===== src/rtl/fpu_add_arbiter.sv =====
// Round-robin arbiter sharing one combinational half-precision adder between
// NUM_REQ requesters; one operation in flight, response held until accepted.
module fpu_add_arbiter #(
  parameter int unsigned NUM_REQ = 4
) (
  input  logic                  clk,
  input  logic                  rst,
  input  logic [NUM_REQ-1:0]    req_valid,
  input  logic [16*NUM_REQ-1:0] req_a,
  input  logic [16*NUM_REQ-1:0] req_b,
  output logic [NUM_REQ-1:0]    req_ready,
  output logic [NUM_REQ-1:0]    rsp_valid,
  output logic [15:0]           rsp_res,
  output logic                  rsp_overflow,
  input  logic [NUM_REQ-1:0]    rsp_ready,
  output logic [15:0]           fpu_a,
  output logic [15:0]           fpu_b,
  output logic                  fpu_vld,
  input  logic [15:0]           fpu_res,
  input  logic                  fpu_res_vld,
  input  logic                  fpu_overflow,
  output logic                  busy,
  output logic [15:0]           ops_done
);

  localparam int unsigned IDX_W   = (NUM_REQ > 1) ? $clog2(NUM_REQ) : 1;
  localparam logic [15:0] NAN_RES = 16'h7E00;

  typedef enum logic [1:0] {IDLE, EXEC, RESP} state_t;

  state_t           state;
  logic [IDX_W-1:0] ptr;
  logic [IDX_W-1:0] owner;
  logic [15:0]      op_a;
  logic [15:0]      op_b;
  logic [15:0]      res_q;
  logic             ovf_q;

  logic             grant_found;
  logic [IDX_W-1:0] grant_idx;
  logic [IDX_W-1:0] cand;

  // First pending requester searching upward from ptr+1, wrapping around
  always_comb begin
    grant_found = 1'b0;
    grant_idx   = '0;
    cand        = '0;
    for (int unsigned k = 1; k <= NUM_REQ; k++) begin
      cand = IDX_W'((32'(ptr) + k) % NUM_REQ);
      if (!grant_found && req_valid[cand]) begin
        grant_found = 1'b1;
        grant_idx   = cand;
      end
    end
  end

  assign req_ready    = (state == IDLE && grant_found && !rst) ? (NUM_REQ'(1) << grant_idx) : '0;
  assign rsp_valid    = (state == RESP) ? (NUM_REQ'(1) << owner) : '0;
  assign rsp_res      = res_q;
  assign rsp_overflow = ovf_q;
  assign fpu_a        = op_a;
  assign fpu_b        = op_b;
  assign fpu_vld      = (state == EXEC);
  assign busy         = (state != IDLE);

  always_ff @(posedge clk or posedge rst) begin
    if (rst) begin
      state    <= IDLE;
      ptr      <= IDX_W'(NUM_REQ - 1);
      owner    <= '0;
      op_a     <= '0;
      op_b     <= '0;
      res_q    <= '0;
      ovf_q    <= 1'b0;
      ops_done <= '0;
    end else begin
      case (state)
        IDLE: begin
          if (grant_found) begin
            op_a  <= req_a[32'(grant_idx)*16 +: 16];
            op_b  <= req_b[32'(grant_idx)*16 +: 16];
            owner <= grant_idx;
            ptr   <= grant_idx;
            state <= EXEC;
          end
        end
        EXEC: begin
          // A missing result valid is reported as a quiet NaN with the exception flag
          if (fpu_res_vld) begin
            res_q <= fpu_res;
            ovf_q <= fpu_overflow;
          end else begin
            res_q <= NAN_RES;
            ovf_q <= 1'b1;
          end
          state <= RESP;
        end
        RESP: begin
          if (rsp_ready[owner]) begin
            state    <= IDLE;
            ops_done <= ops_done + 16'd1;
          end
        end
        default: state <= IDLE;
      endcase
    end
  end

endmodule

===== config.mk =====
export PLATFORM = sky130hd
export DESIGN_NAME = fpu_add_arbiter
export DESIGN_NICKNAME = d
export VERILOG_FILES = /design/src/rtl/fpu_add_arbiter.sv
export SDC_FILE = /design/constraint.sdc
export NUM_CORES = 1
export LEC_CHECK = 0
export CORE_MARGIN = 2
export CORE_UTILIZATION = 42
export DETAILED_ROUTE_END_ITERATION = 10
export PLACE_DENSITY = 0.88
export SETUP_SLACK_MARGIN = 0.5
export SYNTH_ARGS = -nofsm -noshare
export SYNTH_HDL_FRONTEND = slang
export SYNTH_SLANG_ARGS = --single-unit

===== constraint.sdc =====
create_clock -name clk -period 8.15 [get_ports clk]
set_input_delay 1.63 -clock clk [delete_from_list [all_inputs] [get_ports clk]]
set_output_delay 1.63 -clock clk [all_outputs]
set_load 0.03 [all_outputs]

==> metrics.json <==
{
  "sta": {
    "fmax_mhz": 166.2,
    "worst_pin_slew_ns": 1.276,
    "skew_ns": 0.008281,
    "fin_crit_ns": 6.017,
    "tns_ns": 0,
    "fin_crit_sh": 0.7383,
    "final-max-slew-violation-count": 0,
    "slew_headroom": 0.1493,
    "finalHoldViolations": 0,
    "finalSetupViolCount": 0,
    "rsz0062_at_grt": "no"
  },
  "cts": {
    "ctsHoldBuffers": 0,
    "inserted_clock_buffers": 9,
    "cts_repair_resize_count": 0,
    "cts.sinks": 71,
    "clk_transition_reported_paths_ns": 0.07,
    "cts-htree-levels": 3,
    "cts.root.buffer_cell": "clkbuf_8",
    "clkLatencyLatePin_ns": 0.33,
    "cts_max_path_buffers": 2,
    "cts_tree": "built",
    "post-cts-setup-buffers": 0
  },
  "route": {
    "postRouteWirelength_um": 12340,
    "postRouteAntennaNets": 0,
    "route.vias.total": 4066,
    "routed_wire_length_per_instance_um": 16.20,
    "drc_errors": 0,
    "drt_iter0_drc": 137,
    "via_density_per_instance": 5.336,
    "detail_route.first_pass.iterations": 5
  },
  "critical_path": {
    "ff2ff_path_depth": 5,
    "reg2reg_from": "ptr[1]",
    "critical_path_arrival_ns": 4.39,
    "r2r_setup_slack_ns": 5.55,
    "crit_path_max_fanout": 38,
    "worstSetupStartpoint": "req_valid[1]",
    "crit_chain": "clkdlybuf4s50_1 > nor2_1 > a21o_1 > nor2_1 > and3_1 > clkdlybuf4s50_1",
    "criticalPathCategory": "primary input to output pin",
    "critical_path_startpoint_category": "primary input",
    "slowest_delay_ns": 0.97,
    "endpoint": "req_ready[1]",
    "rr_endpoint": "fpu_a[3]",
    "worstSetupEndpointType": "output pin",
    "worst_path_cell_with_the_longest_stage_delay": "a21o_1",
    "critPathRequiredTime_ns": 6.52
  },
  "pwr": {
    "clock_power_share": 0.144,
    "fraction_of_power_consumed_by_combinational_cells": 0.578,
    "max_rail_drop_vdd_mv": 0.2007,
    "power.net_switching_mw": 0.9933,
    "cell_internal_power_dissipation_mw": 1.239,
    "cellLeakagePower_nw": 2.666,
    "design_power_total_mw": 2.232,
    "netSwitchingFraction": 0.4450,
    "power.density_cell_area_mw_per_mm2": 339.8,
    "power.share.sequential": 0.277
  },
  "grt": {
    "global_route.usage.total": 0.2350,
    "grt_antenna_before_repair": 0,
    "groute.layer.met3.usage": 0.04279,
    "grt_busiest_layer": "met2",
    "grt_max_degree": 72,
    "grt_pass1_vias": 3988,
    "grt.met1_usage": 0.2852,
    "grt_pass1_wl_um": 19170,
    "gr-total-overflow": 0,
    "globalRouteMet2Util": 0.4172
  },
  "layout": {
    "finish.cell_count_without_fillers": 762,
    "final_core_utilization": 0.7108,
    "finalNetCount": 786,
    "area.growth.synth_to_final_pct": 64.86,
    "post_route_cells_drive_above_1_share": 0.06793,
    "antenna_cells_inserted": 0
  },
  "synth": {
    "yosysTopAreaCellShare": 0.4334,
    "synth-edff-count": 0,
    "synth_top_cells_by_count": "69 x dfrtp_1, 58 x nor2_1, 39 x o21ai_0",
    "synth_flop_cell": "dfrtp_1",
    "post-synth-top-count-cell": "dfrtp_1",
    "postSynthAreaPerCell_um2": 9.600,
    "postSynthCellCount": 415,
    "synth.area.top_cells": "dfrtp_1 43%, a221oi_1 7.0%, mux2i_1 5.5%",
    "postSynthRegisterBits": 71,
    "synth_async_sr_flop_share": 1.000,
    "yosysWarnings": 0,
    "synth.lib_cells_used.distinct": 53,
    "netlist.top_cell.by_area": "dfrtp_1",
    "seq_area_frac_synth": 0.4466,
    "synth.net_count": 572,
    "post_synth_instance_area_mm2": 0.003984
  },
  "status": {
    "status": "finished, final reports clean"
  },
  "placement": {
    "io_buffer_count": 230,
    "globalplace.congestion": 0.7971,
    "detailed_place_hpwl_um": 9260,
    "post-place-cells": 747
  },
  "floorplan": {
    "design.core.area_mm2": 0.009240,
    "die_w_um": 101.4,
    "ioPinCount": 231,
    "die-height_um": 101.4,
    "fp-row-count": 35,
    "die_area_mm2": 0.01028,
    "floorplan.initialDensity": 0.4311
  },
  "run": {
    "max_cap_viol_count": 0
  },
  "hold_path": {
    "hp_class": "register to register"
  }
}
-- stage by stage --
step | instance area [um2] | setup WS, ns | hold WS (ns)
floorplan | 3984 | 2.866 | 0.5610
global placement | 6339 | 2.243 | 0.4619
detailed placement | 6339 | 2.154 | 0.4728
CTS | 6568 | 2.149 | 0.4888
global route | 6568 | 1.950 | 0.5148
finish | 6568 | 2.133 | 0.4829
-- flip-flops by register name (all words and copies together), names as in the netlist --
| name | flops |
|---|---|
| fpu_a | 16 |
| fpu_b | 16 |
| ops_done | 16 |
| owner | 2 |
| ptr | 2 |
| rsp_overflow | 1 |
| rsp_res | 16 |
| state | 2 |
-- layout by cell type, fill, tap and decap left out, types with 2 or more instances in the layout --
cell | Yosys | final
nand3_1 | 6 | 6
a21oi_1 | 5 | 5
mux2i_1 | 22 | 22
o21ai_0 | 39 | 39
bufinv_16 | 0 | 2
inv_1 | 7 | 6
o211ai_1 | 2 | 2
and2_1 | 2 | 2
nor2_1 | 58 | 58
o22ai_1 | 18 | 18
clkdlybuf4s50_1 | 0 | 230
nor2b_1 | 8 | 8
buf_4 | 1 | 3
mux2_2 | 5 | 5
o2bb2ai_1 | 16 | 16
a221oi_1 | 32 | 32
clkbuf_8 | 0 | 11
dfstp_2 | 2 | 2
xor2_1 | 5 | 5
dfrtp_1 | 69 | 69
nand2_1 | 36 | 36
xnor2_1 | 9 | 9
mux2_1 | 10 | 10
and3_1 | 7 | 7
-- worst min-delay path by stage --
stage	cells past startpoint	to	startpoint
4_1_cts	2	rsp_res[13]	rsp_res[13]
3_5_place_dp	2	rsp_res[13]	rsp_res[13]
5_1_grt	2	rsp_res[9]	rsp_res[9]
6_report	2	rsp_res[13]	rsp_res[13]
2_1_floorplan	2	owner[0]	owner[0]
3_3_place_gp	1	ops_done[15]	ops_done[15]
-- layout make-up --
type / instances / area [um2]
Fill cell: 700 / 2673
Timing Repair Buffer: 233 / 2325
Multi-Input combinational cell: 307 / 2047
Sequential cell: 71 / 1779
Tap cell: 129 / 161.4
Clock buffer: 11 / 151.4
Clock inverter: 4 / 77.57
Inverter: 7 / 26.28
-- worst max-delay path: cells and delay by family --
family | cells | cell delay [ns]
buf+inv | 2 | 1.16
compound gates | 1 | 0.97
simple gates | 3 | 0.62
-- power groups by stage --
| stage | sequential (mW) | clock [mW] | combinational (mW) |
|---|---|---|---|
| 2_1_floorplan | 0.835 | 0 | 0.598 |
| 3_3_place_gp | 0.612 | 0 | 1.26 |
| 3_5_place_dp | 0.623 | 0 | 1.29 |
| 4_1_cts | 0.618 | 0.329 | 1.30 |
| 5_1_grt | 0.637 | 0.344 | 1.39 |
| 6_report | 0.619 | 0.322 | 1.29 |
-- cells by family (layout without fill, tap and decap cells) --
group | after synthesis | after routing | share of synthesized area
simple gates | 131 | 131 | 0.1517
mux | 37 | 37 | 0.09768
flops | 71 | 71 | 0.4466
xor+xnor | 15 | 15 | 0.03486
compound gates | 123 | 123 | 0.2236
fa+ha+maj | 1 | 1 | 0.003140
buf+inv | 37 | 255 | 0.04240
-- routing by layer --
layer  routed length [um]  vias up
li1                     -     1940
met1                 4859     1938
met2                 6461      171
met3                  815       17
met4                  206        0
met5                    0        -
Note: power is estimated with default switching activity, not from simulation.
